===== config.mk =====
export PLATFORM = sky130hd
export DESIGN_NAME = p_div
export DESIGN_NICKNAME = d
export VERILOG_FILES = /design/src/rtl/p_div_pkg.sv /design/src/rtl/p_addsub.sv /design/src/rtl/p_div.sv
export SDC_FILE = /design/constraint.sdc
export NUM_CORES = 1
export LEC_CHECK = 0
export CAP_MARGIN = 10
export CORE_UTILIZATION = 40
export DETAILED_ROUTE_END_ITERATION = 6
export PLACE_DENSITY_LB_ADDON = 0.12
export SLEW_MARGIN = 20
export SYNTH_ARGS = -nofsm -noshare
export SYNTH_HDL_FRONTEND = slang
export SYNTH_SLANG_ARGS = --single-unit

===== constraint.sdc =====
create_clock -name clock -period 28.1 [get_ports clock]
set_input_delay 4.215 -clock clock [delete_from_list [all_inputs] [get_ports clock]]
set_output_delay 4.215 -clock clock [all_outputs]
set_load 0.02 [all_outputs]

===== src/rtl/p_div_pkg.sv =====
// p_div_pkg: shared packed-arithmetic definitions (pw one-hot bit positions, lane width table, lane masks).
package p_div_pkg;
    localparam int PW_32 = 0;
    localparam int PW_16 = 1;
    localparam int PW_8  = 2;
    localparam int PW_4  = 3;
    localparam int PW_2  = 4;

    function automatic logic [5:0] lane_width(input logic [4:0] pw);
        return pw[PW_2] ? 6'd2 : pw[PW_4] ? 6'd4 : pw[PW_8] ? 6'd8 : pw[PW_16] ? 6'd16 : 6'd32;
    endfunction

    function automatic logic [31:0] lane_msb(input logic [4:0] pw);
        return pw[PW_2] ? 32'hAAAA_AAAA : pw[PW_4] ? 32'h8888_8888 :
               pw[PW_8] ? 32'h8080_8080 : pw[PW_16] ? 32'h8000_8000 : 32'h8000_0000;
    endfunction

    function automatic logic [31:0] lane_lsb(input logic [4:0] pw);
        return (lane_msb(pw) << 1) | 32'd1;
    endfunction
endpackage


===== src/rtl/p_addsub.sv =====
// p_addsub: packed ripple adder/subtractor; carry[i] is the carry out of bit i, so a lane's carry-out sits at its MSB.
module p_addsub
    import p_div_pkg::*;
(
    input  logic [31:0] a,
    input  logic [31:0] b,
    input  logic [4:0]  pw,
    input  logic        sub,
    output logic [31:0] sum,
    output logic [31:0] carry
);
    logic [31:0] lsb;
    logic        cin;
    logic        bb;

    assign lsb = lane_lsb(pw);

    always_comb begin
        sum   = '0;
        carry = '0;
        cin   = sub;
        bb    = 1'b0;
        for (int i = 0; i < 32; i++) begin
            cin      = lsb[i] ? sub : cin;
            bb       = b[i] ^ sub;
            sum[i]   = a[i] ^ bb ^ cin;
            cin      = (a[i] & bb) | (cin & (a[i] ^ bb));
            carry[i] = cin;
        end
    end
endmodule


===== src/rtl/p_div.sv =====
// p_div: packed unsigned restoring divider, one quotient bit per lane per cycle.
module p_div
    import p_div_pkg::*;
(
    input  logic        clock,
    input  logic        resetn,
    input  logic        valid,
    input  logic        div,
    input  logic [4:0]  pw,
    input  logic [31:0] crs1,
    input  logic [31:0] crs2,
    output logic        ready,
    output logic [31:0] result
);
    logic [5:0]  count;
    logic [5:0]  w;
    logic [31:0] rem;
    logic [31:0] quo;
    logic [31:0] msb;
    logic [31:0] lsb;
    logic [31:0] rem_in;
    logic [31:0] quo_in;
    logic [31:0] rem_sh;
    logic [31:0] trial;
    logic [31:0] carry;
    logic [31:0] q_msb;
    logic [31:0] sel;
    logic [31:0] rem_nx;
    logic [31:0] quo_nx;
    logic        cur;

    assign w      = lane_width(pw);
    assign msb    = lane_msb(pw);
    assign lsb    = lane_lsb(pw);
    assign rem_in = (count == 6'd0) ? '0 : rem;
    assign quo_in = (count == 6'd0) ? crs1 : quo;
    // Lane MSBs of quo drop into the LSBs of the same lanes of rem; lsb mask blocks cross-lane bits.
    assign rem_sh = ((rem_in << 1) & ~lsb) | ((quo_in & msb) >> (w - 6'd1));

    p_addsub u_sub (
        .a     (rem_sh),
        .b     (crs2),
        .pw    (pw),
        .sub   (1'b1),
        .sum   (trial),
        .carry (carry)
    );

    // Quotient bit per lane at its MSB: ext (old rem MSB) or no borrow.
    assign q_msb = msb & (rem_in | carry);

    always_comb begin
        sel = '0;
        cur = 1'b0;
        for (int i = 31; i >= 0; i--) begin
            cur    = msb[i] ? q_msb[i] : cur;
            sel[i] = cur;
        end
    end

    assign rem_nx = (trial & sel) | (rem_sh & ~sel);
    assign quo_nx = ((quo_in << 1) & ~lsb) | (q_msb >> (w - 6'd1));
    assign ready  = valid && (count == w);
    assign result = div ? quo : rem;

    always_ff @(posedge clock) begin
        if (!resetn || !valid || ready) begin
            count <= '0;
            rem   <= '0;
            quo   <= '0;
        end else if (count < w) begin
            count <= count + 6'd1;
            rem   <= rem_nx;
            quo   <= quo_nx;
        end
    end
endmodule


==> reports/metrics.yaml, run 1 <==
min_path:
  holdCritPathClass: "reg -> reg"
  hold_start: "rem[14]"
yosys:
  synth-adder-area-share_pct: 12.7
  synth_fp_nets: 804
  ys_ff_latch: 70
  synth_xor_area_share_pct: 0.770
  synth_top_family_by_area: "compound AO/OA/AOI/OAI gates"
  syn_area_per_cell_um2: 8.22
  yosys_warnings: 0
  synth_compound_gate_area_share_pct: 22.2
  synth.area.mux_share_pct: 14.1
  async_reset_ff_share_pct: 0
  synth_area_um2: 5690
  synth-simple-area-share_pct: 18.7
  ys_types: 69
  synth_edf_count: 0
  ys.flop_type: "dfxtp_1"
  netlist_instances: 692
  ys_seq_area_share_pct: 24.6
global_routing:
  grt_max_degree: 66
  grt_usage_pct: 26.2
  grt_antenna_before_repair: 0
  use_met2_pct: 43.9
  grt_busiest_layer: "met2"
  first_global_vias: 5455
  grt_overflow: 0
  use_met1_pct: 33.8
  use_met3_pct: 3.76
  grt_pass1_wl_um: 29500
clock_tree:
  cts_buffer_depth: 2
  cts_resized: 0
  clock-sinks: 70
  cts_htree_levels: 3
  cts_root_buf: "clkbuf_16"
  clk_pin_slew_worst_paths_ps: 60
  cts_buffers: 9
  cts_setup_buffers: 0
  insertion_delay_ps: 350
  postCtsHoldBufs: 0
  cts_tree: "built"
flow_run:
  drv_cap: 0
worst_setup_path:
  slowest_stage: "fa_1"
  critPathKind: "in -> reg"
  reg2reg_from: "count[2]"
  cpPeakStageDelay_ps: 480
  endpoint_kind: "register"
  cp_max_fo: 24
  crit_path_frequent_cell: "fa_1"
  setup.worst_path.start: "pw[3]"
  cp_data_arrival_time_ps: 19670
  cp-start-kind: "input pin"
  cp.required_ps: 28370
route:
  vias_per_cell: 5.76
  totalWireLength_um: 18200
  vias: 5504
  drt_iter0_drc: 335
  wl_per_cell_um: 19.1
  ant_nets: 0
  drc: 0
  drt-pass1-iter-count: 5
floorplan:
  die_h_um: 121
  core_um2: 13900
  rows: 43
  ios: 106
  die_x_um: 121
  dieArea_um2: 14700
  initial_core_util_pct: 41.0
layout:
  nets: 883
  syn_to_final_growth_pct: 25.1
  fill_cells: 1327
  antenna_cells: 0
  drive_above_1_share_pct: 13.1
timing:
  setup_viol_count_final: 0
  fmax_ghz: 0.0516
  grt_setup_unrepaired: "no"
  slew_headroom_pct: 35.2
  post-route-period-util_pct: 69.0
  hold_viol_final: 0
  worst_pin_slew_ps: 973
  tns_ps: 0
  worst_slack_ps: 8710
  drv_slew: 0
  skew_ps: 9.07
  holdWs_ps: 461
  period_needed_ps: 19390
placed_design:
  gp_congestion: 0.862
  dp_hpwl_um: 12400
  portBuffers: 104
  dp_slack_ps: 8430
power:
  p_leak_nw: 2.77
  powerDensity_nw_per_um2: 45.0
  vdd_ir_drop_max_mv: 0.0273
  p_total_mw: 0.320
run_status:
  outcome: "completed"
==> final cells by class <==
cell class	count	area, µm²	share of cell area (%)
Sequential cell	70	1400	19.7
Clock buffer	12	256	3.61
Clock inverter	4	45.0	0.633
Timing Repair Buffer	117	1130	15.9
Tap cell	180	225	3.17
Multi-Input combinational cell	531	3890	54.7
Inverter	42	158	2.22
==> worst paths after layout <==
check,slack (ps),cells after the start,endpoint
setup / recovery,8710,74,rem[23]
hold / removal,460,2,rem[14]
setup reg to reg,11860,73,rem[23]
hold reg to reg,460,2,rem[14]
==> critical path: cells and delay by family <==
kind,cells,cell delay (ps)
multiplexers,1,390
adder cells (fa/ha/maj),32,9840
AO/OA/AOI/OAI,6,1410
AND/OR/NAND/NOR,18,2230
buffers and inverters,17,1570
==> sequential cells by signal, summed over array words and instances (netlist names) <==
name / count
count: 6
quo: 32
rem: 32
==> per-stage QoR <==
stage,instance area [µm²],util [%],instances
6_report,7110,51.2,956
5_1_grt,7110,51.2,956
4_1_cts,7110,51.2,956
3_5_place_dp,6810,49.1,940
3_3_place_gp,6810,49.1,940
2_1_floorplan,5690,-,692
==> cells by family (layout without fill, tap and decap cells) <==
kind of cell,count (synthesis),count (layout)
AOI/OAI and AO/OA,180,180
xor gates and xnor gates,5,5
adders and majority gates,39,39
buffers and inverters,91,175
DFF,70,70
muxes,71,71
and+or+nand+nor,236,236
==> synth_stat cells, types with 6 or more instances <==
library cell	n	area, µm²
mux2_2	51	574
nand2_1	122	458
dfxtp_1	70	1400
clkbuf_1	32	120
o211ai_1	10	75.1
nor2_1	45	169
a311oi_1	19	166
fa_1	31	621
and3_1	9	56.3
nor3_1	7	35.0
buf_2	10	50.1
o21ai_0	39	195
nand4_1	6	37.5
ha_1	8	100
a31oi_1	12	75.1
nand3_1	21	105
mux2i_1	15	150
inv_1	41	154
nor2b_1	10	62.6
a21oi_1	38	190
==> power breakdown <==
part	leakage [nW]	total (mW)	internal [mW]	switching [mW]
logic	2.05	0.0916	0.0404	0.0513
clock network	0.152	0.120	0.0732	0.0466
registers	0.569	0.109	0.104	0.00464
==> per-layer routing <==
layer,part of all wire [%],vias to the layer above,wire length [µm]
li1,-,2629,-
met1,45,2640,8250
met2,47,200,8630
met3,4.9,35,889
met4,2.5,0,454
met5,0,-,0
==> placed cells by master, fill, tap and decap left out, types with 4 or more instances in the layout <==
cell type        Yosys  routed
inv_1               41      41
nand2b_1             5       5
nand4_1              6       6
a211oi_1             5       5
a21boi_0             4       4
mux2_2              51      51
nand3_1             21      21
dfxtp_1             70      70
nor3_1               7       7
a311oi_1            19      19
nor2_1              45      45
a31oi_1             12      12
a32oi_1              5       5
a21oi_1             38      38
clkbuf_16            0       9
fa_1                31      31
xor2_1               4       4
buf_4                2      13
o31ai_1              5       5
mux2i_1             15      15
nor2b_1             10      10
o211ai_1            10      10
and3_1               9       8
clkdlybuf4s50_1      0     103
ha_1                 8       8
o21ai_0             39      39
nand2_1            122     122
Power figures use the tool's default switching activity.
==> run 2: changes to the inputs <==
clock period = 15.6 ns   (was 28.1 ns; I/O delays follow)
==> run 2 against run 1 <==
  * Clock-buffer cell count unchanged
  * Non-clock buffer count rose by 64
  * Worst setup slack got worse by 8300 ps
  * First-iteration DRC count up 19%
  * Sequential cell count unchanged
  * Final area is 10% higher
  * Via count rose by 5.1%
  * Combinational power rose by 110%
  * Wire length increased by 6.3%
  * Cell count is 6.7% higher
  * Clock power increased by 73%
  * Largest cell class unchanged
==> reports/metrics.yaml, run 2 (synthesized netlist as in run 1, its figures left out) <==
timing:
  fmax_ghz: 0.0660
  setup_viol_count_final: 0
  post-route-period-util_pct: 97.1
  hold_viol_final: 0
  drv_slew: 0
  grt_setup_unrepaired: "no"
  holdWs_ps: 470
  period_needed_ps: 15140
  skew_ps: 9.90
  slew_headroom_pct: 34.0
  worst_pin_slew_ps: 991
worst_setup_path:
  cpPeakStageDelay_ps: 420
  cp.buffers_inverters: 15
  cp.required_ps: 15880
  endpoint_kind: "register"
  critPathKind: "in -> reg"
  cp_data_arrival_time_ps: 15430
  slowest_stage: "fa_2"
  reg2reg_from: "count[2]"
  cp_top_family: "adder cells"
  crit_path_frequent_cell: "fa_2"
  cp-start-kind: "input pin"
  setup.worst_path.start: "crs1[31]"
  cp_max_fo: 3
floorplan:
  dieArea_um2: 14700
  core_um2: 13900
  ios: 106
  die_x_um: 121
  die_h_um: 121
  initial_core_util_pct: 41.0
  rows: 43
layout:
  final_cell_mix: "nand2_1, clkdlybuf4s50_1, buf_4"
  layout_commonest_cell: "nand2_1"
  syn_to_final_growth_pct: 38.1
  drive_above_1_share_pct: 29.2
  top_regs: "quo x32, rem x32, count x6"
  antenna_cells: 0
  nets: 947
  final_core_util_pct: 56.5
flow_run:
  drv_cap: 0
route:
  totalWireLength_um: 19400
  drt-pass1-iter-count: 5
  vias_per_cell: 5.67
  wl_per_cell_um: 19.0
  vias: 5783
  drc: 0
  ant_nets: 0
  drt_iter0_drc: 400
clock_tree:
  insertion_delay_ps: 350
  cts_buffer_depth: 2
  clk_pin_slew_worst_paths_ps: 60
  cts_htree_levels: 3
  cts_tree: "built"
  cts_buffers: 9
  clock-sinks: 70
  cts_root_buf: "clkbuf_16"
power:
  vdd_ir_drop_max_mv: 0.0545
  clkPwrFrac_pct: 34.7
  combPwrFrac_pct: 32.6
  p_int_mw: 0.404
  p_sw_mw: 0.196
  seq_power_share_pct: 32.7
  p_leak_nw: 3.13
  swShare_pct: 32.7
  powerDensity_nw_per_um2: 76.5
min_path:
  hold_start: "quo[6]"
  holdCritPathClass: "reg -> reg"
global_routing:
  grt_max_degree: 81
  first_global_vias: 5884
  grt_pass1_wl_um: 30400
  grt_usage_pct: 27.2
  grt_antenna_before_repair: 0
  grt_overflow: 0
placed_design:
  dp_hpwl_um: 13200
  gp_congestion: 0.967
  portBuffers: 104
run_status:
  outcome: "completed"
-- run 2: cell types whose count changed in the layout (fill, tap and decap cells not counted), sizes merged --
cell,before,now
dlygate4sd2,0,1
clkdlybuf4s50,103,95
clkinvlp,0,1
dlymetal6s2s,0,5
clkbuf,12,13
buf,14,79
clkinv,3,2
-- run 2: timing repair --
action                                  4_1_cts  5_1_grt
setup buffers                                 2       11
pin swaps                                     3       19
endpoints found under the setup margin       37       37
hold buffers                                  0        0
gates resized for setup                      20       93
gates cloned                                  0        0
-- run 2: layout make-up --
class	count	area (µm²)
Multi-Input combinational cell	531	4140
Clock buffer	12	236
Clock inverter	4	47.5
Fill cell	1291	6030
Timing Repair Buffer	181	1640
Sequential cell	70	1400
Tap cell	180	225
Inverter	42	158
-- run 2: power by group through the flow --
stage                     Clock [mW]  Combinational (mW)  Sequential, mW
after detailed placement           0               0.178           0.200
after CTS                      0.212               0.182           0.196
after global routing           0.220               0.213           0.197
final                          0.208               0.196           0.196
after floorplan                    0               0.108           0.196
after global placement             0               0.175           0.199
-- run 2: final timing paths --
check             endpoint  cells after the start  slack, ps
setup / recovery   rem[19]                     71        460
hold / removal      quo[6]                      2        470
setup reg to reg   rem[19]                     72       1420
hold reg to reg     quo[6]                      2        470
-- run 2: layer usage --
metal | global-route usage (%) | routed length, µm | part of all wire [%] | vias up
met1 | 33.9 | 8450 | 44 | 2826
met4 | 12.3 | 471 | 2.4 | 0
met3 | 4.18 | 833 | 4.3 | 33
met5 | 0 | 0 | 0 | -
li1 | - | - | - | 2747
met2 | 46.1 | 9620 | 50 | 177
-- run 2: worst min-delay path: cells and delay by family (launching register included) --
family	cells	cell delay, ps
and+or+nand+nor	1	60
AOI/OAI and AO/OA	1	50
DFF	1	320
-- run 2: through the flow --
step | TNS [ps] | power [mW] | cells | instance area (µm²) | setup WS (ps)
2_1_floorplan | 0 | 0.304 | 692 | 5690 | 31.7
3_3_place_gp | -26890 | 0.374 | 991 | 7190 | -1020
4_1_cts | 0 | 0.589 | 1009 | 7530 | 4.70
3_5_place_dp | -27390 | 0.378 | 991 | 7190 | -1010
6_report | 0 | 0.600 | 1020 | 7850 | 456
5_1_grt | 0 | 0.629 | 1020 | 7850 | 1.36
==> run 3: changes to the inputs <==
CAP_MARGIN = unset   (was 10)
SKIP_CTS_REPAIR_TIMING = 1   (was unset)
==> run 3 against run 2 <==
  * Sequential power hardly changed
  * Register-to-register slack improved by 40 ps
  * Power shrank 0.57%
  * Fmax grew 0.33%
  * Final area fell by 0.75%
  * Worst setup slack gained 51 ps
  * Cell count down 0.49%
  * Critical endpoint unchanged
  * Highest routed layer unchanged
==> reports/metrics.yaml, run 3 (synthesized netlist as in run 1, its figures left out) <==
run_status:
  outcome: "completed"
power:
  powerDensity_nw_per_um2: 76.6
  vdd_ir_drop_max_mv: 0.0539
  p_leak_nw: 3.12
  p_total_mw: 0.597
worst_setup_path:
  cpPeakStageDelay_ps: 410
  cp-start-kind: "input pin"
  cp.buffers_inverters: 16
  critPathKind: "in -> reg"
  endpoint_kind: "register"
  slowest_stage: "fa_2"
  cp_max_fo: 5
  crit_path_frequent_cell: "fa_2"
  cp_top_family: "adder cells"
  cp.required_ps: 15880
  cp_data_arrival_time_ps: 15370
global_routing:
  grt_overflow: 0
  grt_antenna_before_repair: 0
  first_global_vias: 5841
  grt_max_degree: 81
  grt_usage_pct: 27.0
  grt_pass1_wl_um: 30200
clock_tree:
  cts_buffers: 9
  cts_htree_levels: 3
  cts_root_buf: "clkbuf_16"
  cts_buffer_depth: 2
  clk_pin_slew_worst_paths_ps: 60
  cts_tree: "built"
  clock-sinks: 70
  insertion_delay_ps: 350
route:
  vias_per_cell: 5.67
  drt-pass1-iter-count: 5
  vias: 5760
  wl_per_cell_um: 19.0
  totalWireLength_um: 19200
  drc: 0
  ant_nets: 0
  drt_iter0_drc: 410
layout:
  drive_above_1_share_pct: 26.9
  fill_cells: 1296
  top_regs: "quo x32, rem x32, count x6"
  multi_input_area_um2: 4120
  seq_area_um2: 1400
  fin_area_um2: 7790
  syn_to_final_growth_pct: 37.0
  nets: 942
  layout_commonest_cell: "nand2_1"
  antenna_cells: 0
  layout.cells.non_filler: 1015
  final_core_util_pct: 56.1
  final_cell_mix: "nand2_1, clkdlybuf4s50_1, buf_4"
floorplan:
  die_h_um: 121
  dieArea_um2: 14700
  ios: 106
  rows: 43
  die_x_um: 121
  core_um2: 13900
  initial_core_util_pct: 41.0
timing:
  grt_setup_unrepaired: "yes"
  slew_headroom_pct: 32.5
  fmax_ghz: 0.0663
  period_needed_ps: 15090
  worst_pin_slew_ps: 1010
  post-route-period-util_pct: 96.8
  holdWs_ps: 468
  drv_slew: 0
  hold_viol_final: 0
  skew_ps: 8.95
  setup_viol_count_final: 0
placed_design:
  placed_cells: 991
  gp_congestion: 0.967
  portBuffers: 104
  place_area_um2: 7190
  dp_hpwl_um: 13200
flow_run:
  drv_cap: 0
min_path:
  holdCritPathClass: "reg -> reg"
run 3: power breakdown:
part	switching [mW]	internal, mW	leakage [nW]	total (mW)
Sequential	0.00860	0.188	0.569	0.196
Combinational	0.101	0.0911	2.41	0.193
Clock	0.0846	0.124	0.137	0.208
Total	0.195	0.402	3.12	0.597
run 3: worst paths after layout:
path	startpoint	to	slack [ps]	cells past startpoint
max	pw[3]	rem[19]	510	73
min	quo[30]	quo[30]	470	2
max reg2reg	count[2]	rem[19]	1460	72
min reg2reg	quo[30]	quo[30]	470	2
run 3: routing by layer:
layer	track usage [%]	up-vias	wire [µm]	part of all wire [%]
li1	-	2743	-	-
met1	33.9	2793	8310	43
met2	45.0	181	9380	49
met3	4.46	43	1020	5.3
met4	12.9	0	526	2.7
met5	0	-	0	0
run 3: tightest hold or removal path: cells and delay by family, from the launching register on:
family	cells	cell delay, ps
DFF	1	310
AOI/OAI and AO/OA	1	50
and+or+nand+nor	1	60
run 3: through the flow:
step | worst slack [ps] | setup TNS, ps
2_1_floorplan | 31.7 | 0
3_3_place_gp | -1020 | -26890
3_5_place_dp | -1010 | -27390
4_1_cts | -780 | -18560
5_1_grt | -42.5 | -130
6_report | 507 | 0
run 3: layout make-up:
type	count	share of cell area (%)
Sequential cell	70	18.0
Multi-Input combinational cell	531	52.9
Clock buffer	12	3.04
Timing Repair Buffer	176	20.5
Tap cell	180	2.89
Clock inverter	4	0.610
Inverter	42	2.06
